File: src/rtl/riscv_pipe_pkg.sv
// Shared pipeline types: ALU opcode enum, funct3 encodings, width defaults
// and the forwarding-source selector used by the ID/EX operand muxes.
package riscv_pipe_pkg;

    localparam int XLEN_DEFAULT   = 32;
    localparam int REG_AW_DEFAULT = 5;

    typedef enum logic [3:0] {
        ALU_ADD  = 4'd0,
        ALU_SUB  = 4'd1,
        ALU_AND  = 4'd2,
        ALU_OR   = 4'd3,
        ALU_XOR  = 4'd4,
        ALU_SLL  = 4'd5,
        ALU_SRL  = 4'd6,
        ALU_SRA  = 4'd7,
        ALU_SLT  = 4'd8,
        ALU_SLTU = 4'd9
    } alu_op_e;

    localparam logic [2:0] F3_ADD_SUB = 3'b000;
    localparam logic [2:0] F3_SLL     = 3'b001;
    localparam logic [2:0] F3_SLT     = 3'b010;
    localparam logic [2:0] F3_SLTU    = 3'b011;
    localparam logic [2:0] F3_XOR     = 3'b100;
    localparam logic [2:0] F3_SR      = 3'b101;
    localparam logic [2:0] F3_OR      = 3'b110;
    localparam logic [2:0] F3_AND     = 3'b111;

    typedef enum logic [1:0] {
        FWD_REG = 2'd0,
        FWD_MEM = 2'd1,
        FWD_WB  = 2'd2
    } fwd_src_e;

    // x0 never forwards; the younger EX/MEM result beats MEM/WB.
    function automatic fwd_src_e fwd_select(input logic idx_zero,
                                            input logic mem_hit,
                                            input logic wb_hit);
        fwd_src_e src;
        src = FWD_REG;
        if (!idx_zero) begin
            if (mem_hit) begin
                src = FWD_MEM;
            end else if (wb_hit) begin
                src = FWD_WB;
            end
        end
        return src;
    endfunction

endpackage

File: src/rtl/id_ex_stage_alu_ctrl.sv
// Combinational funct3/funct7b5 to ALU opcode decode, shared with later stages.
module alu_ctrl
    import riscv_pipe_pkg::*;
(
    input  logic [2:0] funct3,
    input  logic       funct7b5,
    input  logic       is_rtype,
    input  logic       addr_calc,
    output alu_op_e    alu_op
);

    always_comb begin
        alu_op = ALU_ADD;
        if (!addr_calc) begin
            case (funct3)
                F3_ADD_SUB: alu_op = (is_rtype && funct7b5) ? ALU_SUB : ALU_ADD;
                F3_SLL:     alu_op = ALU_SLL;
                F3_SLT:     alu_op = ALU_SLT;
                F3_SLTU:    alu_op = ALU_SLTU;
                F3_XOR:     alu_op = ALU_XOR;
                F3_SR:      alu_op = funct7b5 ? ALU_SRA : ALU_SRL;
                F3_OR:      alu_op = ALU_OR;
                F3_AND:     alu_op = ALU_AND;
                default:    alu_op = ALU_ADD;
            endcase
        end
    end

endmodule

File: src/rtl/id_ex_stage.sv
// ID/EX pipeline register with MEM/WB operand forwarding, load-use stall and flush.
// Optional build macro IDEX_PERF_CNT_EN adds saturating stall/flush counters.
module id_ex_stage
    import riscv_pipe_pkg::*;
#(
    parameter int XLEN   = XLEN_DEFAULT,
    parameter int REG_AW = REG_AW_DEFAULT
) (
    input  logic              clk,
    input  logic              rst_n,
    input  logic              in_valid,
    output logic              in_ready,
    input  logic [XLEN-1:0]   in_rs1_data,
    input  logic [XLEN-1:0]   in_rs2_data,
    input  logic [XLEN-1:0]   in_imm,
    input  logic [REG_AW-1:0] in_rs1,
    input  logic [REG_AW-1:0] in_rs2,
    input  logic [REG_AW-1:0] in_rd,
    input  logic [2:0]        in_funct3,
    input  logic              in_funct7b5,
    input  logic              in_is_rtype,
    input  logic              in_use_imm,
    input  logic              in_addr_calc,
    input  logic              in_is_load,
    input  logic              flush,
    input  logic              mem_we,
    input  logic              mem_is_load,
    input  logic [REG_AW-1:0] mem_rd,
    input  logic [XLEN-1:0]   mem_result,
    input  logic              wb_we,
    input  logic [REG_AW-1:0] wb_rd,
    input  logic [XLEN-1:0]   wb_data,
    output logic              out_valid,
    input  logic              out_ready,
    output logic [XLEN-1:0]   alu_a,
    output logic [XLEN-1:0]   alu_b,
    output logic [3:0]        alu_opcode,
    output logic [XLEN-1:0]   out_rs2_val,
    output logic [REG_AW-1:0] out_rd,
    output logic              out_is_load
`ifdef IDEX_PERF_CNT_EN
    ,
    output logic [31:0]       stall_cnt,
    output logic [31:0]       flush_cnt
`endif
);

    logic              valid_reg;
    logic              valid_next;
    logic [REG_AW-1:0] rd_reg;
    logic [XLEN-1:0]   imm_reg;
    logic              use_imm_reg;
    logic              addr_calc_reg;
    logic              is_load_reg;
    alu_op_e           opcode_reg;
    alu_op_e           dec_op;

    logic                   hazard;
    logic                   capture;
    logic [1:0][REG_AW-1:0] in_rs_idx;
    logic [1:0][XLEN-1:0]   in_rs_data;
    logic [1:0][REG_AW-1:0] rs_idx;
    logic [1:0][XLEN-1:0]   fwd_data;

    assign in_rs_idx  = {in_rs2, in_rs1};
    assign in_rs_data = {in_rs2_data, in_rs1_data};

    // Stores (addr_calc) also need rs2 as store data, so rs2 counts even with an immediate.
    assign hazard = valid_reg & mem_is_load & mem_we & (mem_rd != '0) &
                    ((mem_rd == rs_idx[0]) |
                     ((!use_imm_reg | addr_calc_reg) & (mem_rd == rs_idx[1])));

    assign out_valid = valid_reg & !hazard;
    assign in_ready  = !valid_reg | (out_ready & !hazard);
    assign capture   = in_valid & in_ready & !flush;

    always_comb begin
        valid_next = valid_reg;
        if (flush) begin
            valid_next = 1'b0;
        end else if (capture) begin
            valid_next = 1'b1;
        end else if (valid_reg && out_ready && !hazard) begin
            valid_next = 1'b0;
        end
    end

    alu_ctrl u_alu_ctrl (
        .funct3    (in_funct3),
        .funct7b5  (in_funct7b5),
        .is_rtype  (in_is_rtype),
        .addr_calc (in_addr_calc),
        .alu_op    (dec_op)
    );

    // One operand slice per source register: index/data capture, late WB refresh, forward mux.
    generate
        for (genvar gi = 0; gi < 2; gi++) begin : g_operand
            logic [REG_AW-1:0] idx_reg;
            logic [XLEN-1:0]   data_reg;
            logic              mem_hit;
            logic              wb_hit;
            logic [XLEN-1:0]   fwd_val;

            assign mem_hit = mem_we & !mem_is_load & (mem_rd == idx_reg);
            assign wb_hit  = wb_we & (wb_rd == idx_reg);

            always_comb begin
                fwd_val = data_reg;
                case (fwd_select(idx_reg == '0, mem_hit, wb_hit))
                    FWD_MEM: fwd_val = mem_result;
                    FWD_WB:  fwd_val = wb_data;
                    default: fwd_val = data_reg;
                endcase
            end

            // A held instruction absorbs WB writes so the value survives the writer retiring.
            always_ff @(posedge clk or negedge rst_n) begin
                if (!rst_n) begin
                    idx_reg  <= '0;
                    data_reg <= '0;
                end else if (capture) begin
                    idx_reg  <= in_rs_idx[gi];
                    data_reg <= in_rs_data[gi];
                end else if (valid_reg && wb_hit && idx_reg != '0) begin
                    data_reg <= wb_data;
                end
            end

            assign rs_idx[gi]   = idx_reg;
            assign fwd_data[gi] = fwd_val;
        end
    endgenerate

    always_ff @(posedge clk or negedge rst_n) begin
        if (!rst_n) begin
            valid_reg     <= 1'b0;
            rd_reg        <= '0;
            imm_reg       <= '0;
            use_imm_reg   <= 1'b0;
            addr_calc_reg <= 1'b0;
            is_load_reg   <= 1'b0;
            opcode_reg    <= ALU_ADD;
        end else begin
            valid_reg <= valid_next;
            if (capture) begin
                rd_reg        <= in_rd;
                imm_reg       <= in_imm;
                use_imm_reg   <= in_use_imm;
                addr_calc_reg <= in_addr_calc;
                is_load_reg   <= in_is_load;
                opcode_reg    <= dec_op;
            end
        end
    end

    assign alu_a       = fwd_data[0];
    assign alu_b       = use_imm_reg ? imm_reg : fwd_data[1];
    assign out_rs2_val = fwd_data[1];
    assign alu_opcode  = opcode_reg;
    assign out_rd      = rd_reg;
    assign out_is_load = is_load_reg;

`ifdef IDEX_PERF_CNT_EN
    always_ff @(posedge clk or negedge rst_n) begin
        if (!rst_n) begin
            stall_cnt <= '0;
            flush_cnt <= '0;
        end else begin
            if (hazard && stall_cnt != '1) begin
                stall_cnt <= stall_cnt + 32'd1;
            end
            if (flush && valid_reg && flush_cnt != '1) begin
                flush_cnt <= flush_cnt + 32'd1;
            end
        end
    end
`endif

endmodule

File: config.mk
export PLATFORM = sky130hd
export DESIGN_NAME = id_ex_stage
export DESIGN_NICKNAME = d
export VERILOG_FILES = /design/src/rtl/riscv_pipe_pkg.sv /design/src/rtl/id_ex_stage_alu_ctrl.sv /design/src/rtl/id_ex_stage.sv
export SDC_FILE = /design/constraint.sdc
export NUM_CORES = 1
export LEC_CHECK = 0
export ABC_CLOCK_PERIOD_IN_PS = 6600
export CORE_UTILIZATION = 40
export CTS_BUF_LIST = sky130_fd_sc_hd__clkbuf_2
export DETAILED_ROUTE_END_ITERATION = 10
export PLACE_DENSITY_LB_ADDON = 0.05
export SLEW_MARGIN = 20
export SYNTH_ARGS = -nofsm -noshare
export SYNTH_HDL_FRONTEND = slang
export SYNTH_HIERARCHICAL = 1
export SYNTH_SLANG_ARGS = --single-unit
File: constraint.sdc
create_clock -name clk -period 6.6 [get_ports clk]
set_input_delay 0.99 -clock clk [delete_from_list [all_inputs] [get_ports clk]]
set_output_delay 0.99 -clock clk [all_outputs]
set_load 0.02 [all_outputs]
==> results.ini, run 1 <==
[route]
post_drt_via_cell_ratio = 5.36
totalWireLength_microns = 23100
drt_first_iter_violations = 417
first_pass_iters = 6
drc = 0
vias = 6286
ant_nets = 0
wl_per_cell_microns = 19.7

[timing]
slew_headroom_pct = 38.7
finalClockSkew_ns = 0.0257
rsz0062_at_grt = no
maxSlewViolCount = 0
final-setup-viol-count = 0
finalCritPeriodShare_pct = 83.9
max_freq_mhz = 180
worstMarginPinSlew_ns = 0.919
period_minus_slack_ns = 5.54
layout_setup_ws_ns = 1.06
tns_ns = 0
finalHoldViolations = 0

[worst_setup_path]
crit_chain = clkdlybuf4s50_1 > xor2_1 > nor3_1 > nand4b_1 > a21oi_1 > ha_2 > a22oi_1 > o21ai_0 > mux2_2 > clkdlybuf4s50_1
crit_arrival_ns = 4.55
cp_slowest_cell = ha_2
worst-setup-path-type = input pin to primary output
timing.critical_path.mode_cell = clkdlybuf4s50_1
cp_max_fo = 32
startpoint_type = input pin
critPathCaptureType = primary output
worstPathRequired_ns = 5.61
crit_family = buffers and inverters
max_stage_delay_ns = 0.75
crit_buf_inv = 2

[clocking]
worstSkewPairLatency_ns = 0.70
clock-sinks = 119
htreeDepth = 4
post_cts_buffers = 0
clockRootBuffer = clkbuf_2
cts_hold_buf = 0
path_clk_slew_ns = 0.20
cts_tree = built
cts_buffers = 17
cts_resized = 0
clockBufferDepth = 2

[pwr]
leakage_uw = 0.00414
pwr_density_cell_nw_per_um2 = 237
vdd_drop_max_uv = 145

[cells_and_area]
fin_area_sq_um = 10600
area_delta_synth_final_pct = 47.6
final_net_count = 1137
largest_register_ffs = 64
drive_above_1_share_pct = 25.1

[grt]
grt_overflow = 0
grt_pass1_wl_microns = 34400
grt_pass1_vias = 6407
grt_max_degree = 96
antenna_found_initial = 2
grt_usage_pct = 24.8

[die]
dieWidth_microns = 136
initial_utilization_pct = 41.3
num_io_pins = 309
die_y_microns = 136
dieArea_sq_um = 18500
core_area_sq_um = 17400
placementRows = 48

[yosys]
avgSynthCellArea_sq_um = 11.1
ys.flop_type = dfrtp_1
synth.distinct_cells = 32
synthArstFlopShare_pct = 100
ys_top_cells_by_count = mux2_2, dfrtp_1, nand2_1
synth_area_leaders = dfrtp_1, mux2_2, a22oi_1
synth_nets = 853
synth_cells = 648
ys_ff_latch = 119
synth_edf_count = 0
synth_seq_area_share_pct = 41.4
yosysMostFrequentCell = mux2_2
ys.warnings.count = 6
synth_top_area_share_pct = 41.4
yosys.area.top_type = dfrtp_1
syn-cell-area_sq_um = 7200

[placement]
place.gp.congestion = 0.859
numPortBuffers = 308
postPlaceCellArea_sq_um = 10400
dp_slack_ns = 1.08
dp_hpwl_microns = 16400

[run]
drv_cap = 0

[run_status]
outcome = finished clean

[hold_path]
hold_path.class = input pin to asynchronous set/reset pin

[final cells by class]
| type | instances | area [sq um] |
|---|---|---|
| Clock inverter | 15 | 131 |
| Clock buffer | 17 | 85.1 |
| Timing Repair Buffer | 316 | 3170 |
| Sequential cell | 119 | 2980 |
| Tap cell | 225 | 282 |
| Fill cell | 1461 | 6800 |
| Antenna cell | 2 | 5.00 |
| Inverter | 4 | 15.0 |
| Multi-Input combinational cell | 474 | 3950 |
[worst paths after layout]
kind / startpoint / endpoint / slack, ns / cells past startpoint
setup / recovery: mem_rd[2] / alu_b[4] / 1.06 / 10
hold / removal: rst_n / imm_reg[26] / 0.16 / 1
setup reg to reg: use_imm_reg / g_operand[1].data_reg[24] / 3.75 / 6
hold reg to reg: out_rd[3] / out_rd[3] / 0.52 / 1
max in group asynchronous: rst_n / g_operand[1].data_reg[18] / 5.14 / 3
min in group clk: out_rd[3] / out_rd[3] / 0.52 / 1
[layer usage]
layer	vias up	part of all wire (%)	GRT usage (%)
met5	-	0	0
met2	252	49	41.8
met4	0	2.4	9.14
met1	3055	40	29.4
li1	2949	-	-
met3	30	8.0	7.64
[kinds of logic after synthesis]
kind of cell               after synthesis  synth area share [%]
adders and majority gates                4                 0.695
muxes                                  214                  33.5
buffers and inverters                   55                  3.95
and+or+nand+nor                        102                  6.45
AOI/OAI and AO/OA                      134                  11.6
xor gates and xnor gates                20                  2.43
DFF                                    119                  41.4
[power by group]
part           switching, uW  internal (uW)  leakage, uW  total, uW
clock network            314            137     0.000134        452
logic                    491            621      0.00260       1110
registers               92.6            859      0.00140        952
total                    898           1620      0.00414       2520
[stage by stage]
step | cells | utilization [%] | power, uW | hold WS, ns
final | 1172 | 61.0 | 2520 | 0.155
after global routing | 1172 | 61.0 | 2660 | 0.0678
after CTS | 1169 | 60.8 | 2540 | 0.388
after detailed placement | 1137 | 59.6 | 2080 | 0.474
after global placement | 1137 | 59.6 | 2060 | 0.472
after floorplan | 648 | - | 1540 | 0.471
[worst register-to-register path, delay by kind of cell (launching register included)]
kind	cells	cell delay, ns
flip-flops	1	1.02
AND/OR/NAND/NOR	3	0.63
AO/OA/AOI/OAI	1	0.17
buffers and inverters	1	0.48
multiplexers	1	0.46
[layout by cell type (no fill, tap or decap), drive strengths merged, types with 2 or more instances in the layout]
cell type	synthesis	final
nand3	4	4
xnor2	6	6
diode	0	2
nand2b	2	2
nor2	7	7
mux2	214	214
a22oi	64	64
xor2	14	14
nand2	66	66
inv	4	6
nor2b	4	4
nor3b	2	2
nor3	8	8
and3	2	2
buf	20	9
clkdlybuf4s50	0	307
o21ai	65	65
clkbuf	31	17
dfrtp	119	119
ha	4	4
clkinvlp	0	2
a21oi	3	3
and4	2	2
clkinv	0	10
Power figures use the tool's default switching activity.
==> run 2, diff against run 1 <==
- ABC_CLOCK_PERIOD_IN_PS: 6600 -> 4900
- clock period: 6.6 -> 4.9 ns (I/O delays scaled with it)
==> results.ini, run 2 (synthesized netlist as in run 1, its figures left out) <==
[die]
dieArea_sq_um = 18500
num_io_pins = 309
initial_utilization_pct = 41.3
die_y_microns = 136
placementRows = 48
dieWidth_microns = 136
core_area_sq_um = 17400

[timing]
period_minus_slack_ns = 4.70
finalClockSkew_ns = 0.0233
hold_ws_ns = 0.482
max_freq_mhz = 213
rsz0062_at_grt = no
slew_headroom_pct = 38.5
tns_ns = 0
maxSlewViolCount = 0
worstMarginPinSlew_ns = 0.923
finalCritPeriodShare_pct = 96.0
final-setup-viol-count = 0
finalHoldViolations = 0

[worst_setup_path]
ff2ff_path_depth = 6
worst-setup-path-type = input pin to primary output
critPathCaptureType = primary output
crit_buf_inv = 4
r2r_end = g_operand[0].data_reg[7]
timing.critical_path.mode_cell = clkdlybuf4s50_1
cp_slowest_cell = clkdlybuf4s50_1
max_stage_delay_ns = 0.60
worstPathRequired_ns = 4.16
startpoint_type = input pin
cp_max_fo = 32
crit_family = buffers and inverters
rrSetupSlack_ns = 1.96
crit_arrival_ns = 3.97
crit_chain = clkdlybuf4s50_1 > xor2_1 > nor3_1 > and4_1 > nand3_1 > inv_1 > ha_1 > buf_4 > a22oi_1 > o21ai_0 > mux2_2 > clkdlybuf4s50_1
rr_startpoint = use_imm_reg

[cells_and_area]
fin_util_pct = 61.7
drive_above_1_share_pct = 25.6
fillers = 1468
final_cell_mix = clkdlybuf4s50_1, mux2_2, dfrtp_1
final_net_count = 1144
area_delta_synth_final_pct = 49.3
largest_register_ffs = 64
fin_cells = 1181
final_common_cell = clkdlybuf4s50_1

[route]
wl_per_cell_microns = 19.8
totalWireLength_microns = 23400
ant_nets = 0
drt_first_iter_violations = 243
first_pass_iters = 5
vias = 6288
drc = 0
post_drt_via_cell_ratio = 5.32

[pwr]
vdd_drop_max_uv = 234
pwr_density_cell_nw_per_um2 = 316
leakage_uw = 0.00419

[placement]
place.gp.congestion = 0.869
numPortBuffers = 308
dp.cells = 1144
dp_hpwl_microns = 17000

[clocking]
worstSkewPairLatency_ns = 0.69
clock-sinks = 119
clockBufferDepth = 2
post_cts_buffers = 0
clockRootBuffer = clkbuf_2
cts_tree = built
htreeDepth = 4
cts_buffers = 17
path_clk_slew_ns = 0.20

[grt]
grt_pass1_wl_microns = 35900
grt_pass1_vias = 6586
antenna_found_initial = 5
grt_overflow = 0
grt_usage_pct = 25.7
grt_max_degree = 75

[run]
drv_cap = 0

[hold_path]
hold_path.class = input pin to asynchronous set/reset pin

[run_status]
outcome = finished clean

-- run 2: cell count changes in the layout (fill, tap and decap cells not counted), moves of 3 or more --
cell / previous run / this run
buf_4: 7 / 10
o21ai_1: 1 / 7
o21ai_0: 64 / 58
buf_12: 1 / 5
-- run 2: how the worst max path moves through the flow --
stage | startpoint | to | depth (start not counted)
2_1_floorplan | mem_rd[2] | alu_b[10] | 9
3_3_place_gp | mem_rd[2] | alu_a[20] | 10
3_5_place_dp | mem_rd[2] | alu_a[20] | 10
4_1_cts | g_operand[1].idx_reg[1] | alu_b[19] | 9
5_1_grt | g_operand[0].idx_reg[2] | alu_a[16] | 11
6_report | wb_rd[2] | alu_b[30] | 12
-- run 2: layout make-up --
| class | count | area, sq um | area share [%] |
|---|---|---|---|
| sequential | 119 | 2980 | 27.7 |
| clock buffer | 17 | 85.1 | 0.792 |
| timing repair buffer | 323 | 3260 | 30.4 |
| clock inverter | 15 | 131 | 1.22 |
| tap | 225 | 282 | 2.62 |
| multi-input combinational | 474 | 3980 | 37.0 |
| antenna | 4 | 10.0 | 0.0932 |
| inverter | 4 | 15.0 | 0.140 |
-- run 2: layer usage --
layer  global-route usage (%)  routed length (microns)  vias up
met3                     7.53                     1610       28
met2                     44.6                    11800      231
met5                        0                        0        -
met1                     30.2                     9520     3068
li1                         -                        -     2961
met4                     8.09                      467        0
-- run 2: per-stage QoR --
stage | area, sq um | power [uW] | worst slack [ns]
floorplan | 7200 | 2070 | 1.24
CTS | 10700 | 3440 | 0.0231
global route | 10700 | 3600 | 0.00305
detailed placement | 10500 | 2820 | -0.0551
finish | 10700 | 3390 | 0.197
global placement | 10500 | 2790 | 0.0549
-- run 2: where the power goes --
part | switching, uW | internal, uW
registers | 126 | 1160
clock network | 418 | 185
logic | 665 | 842
-- run 2: worst register-to-register path, stage by stage, from the launching register on --
cell and delay (ns):
dfrtp_2 1.01, nand2b_1 0.16, nand3_1 0.13, a21oi_1 0.17
nor4b_4 0.38, buf_4 0.57, mux2_2 0.43
-- run 2: what timing repair did --
action / in CTS / in global routing
gates resized for setup: 2 / 9
hold buffers: 1 / 0
endpoints found under the setup margin: 3 / 44
hold endpoints to repair: 30 / 0
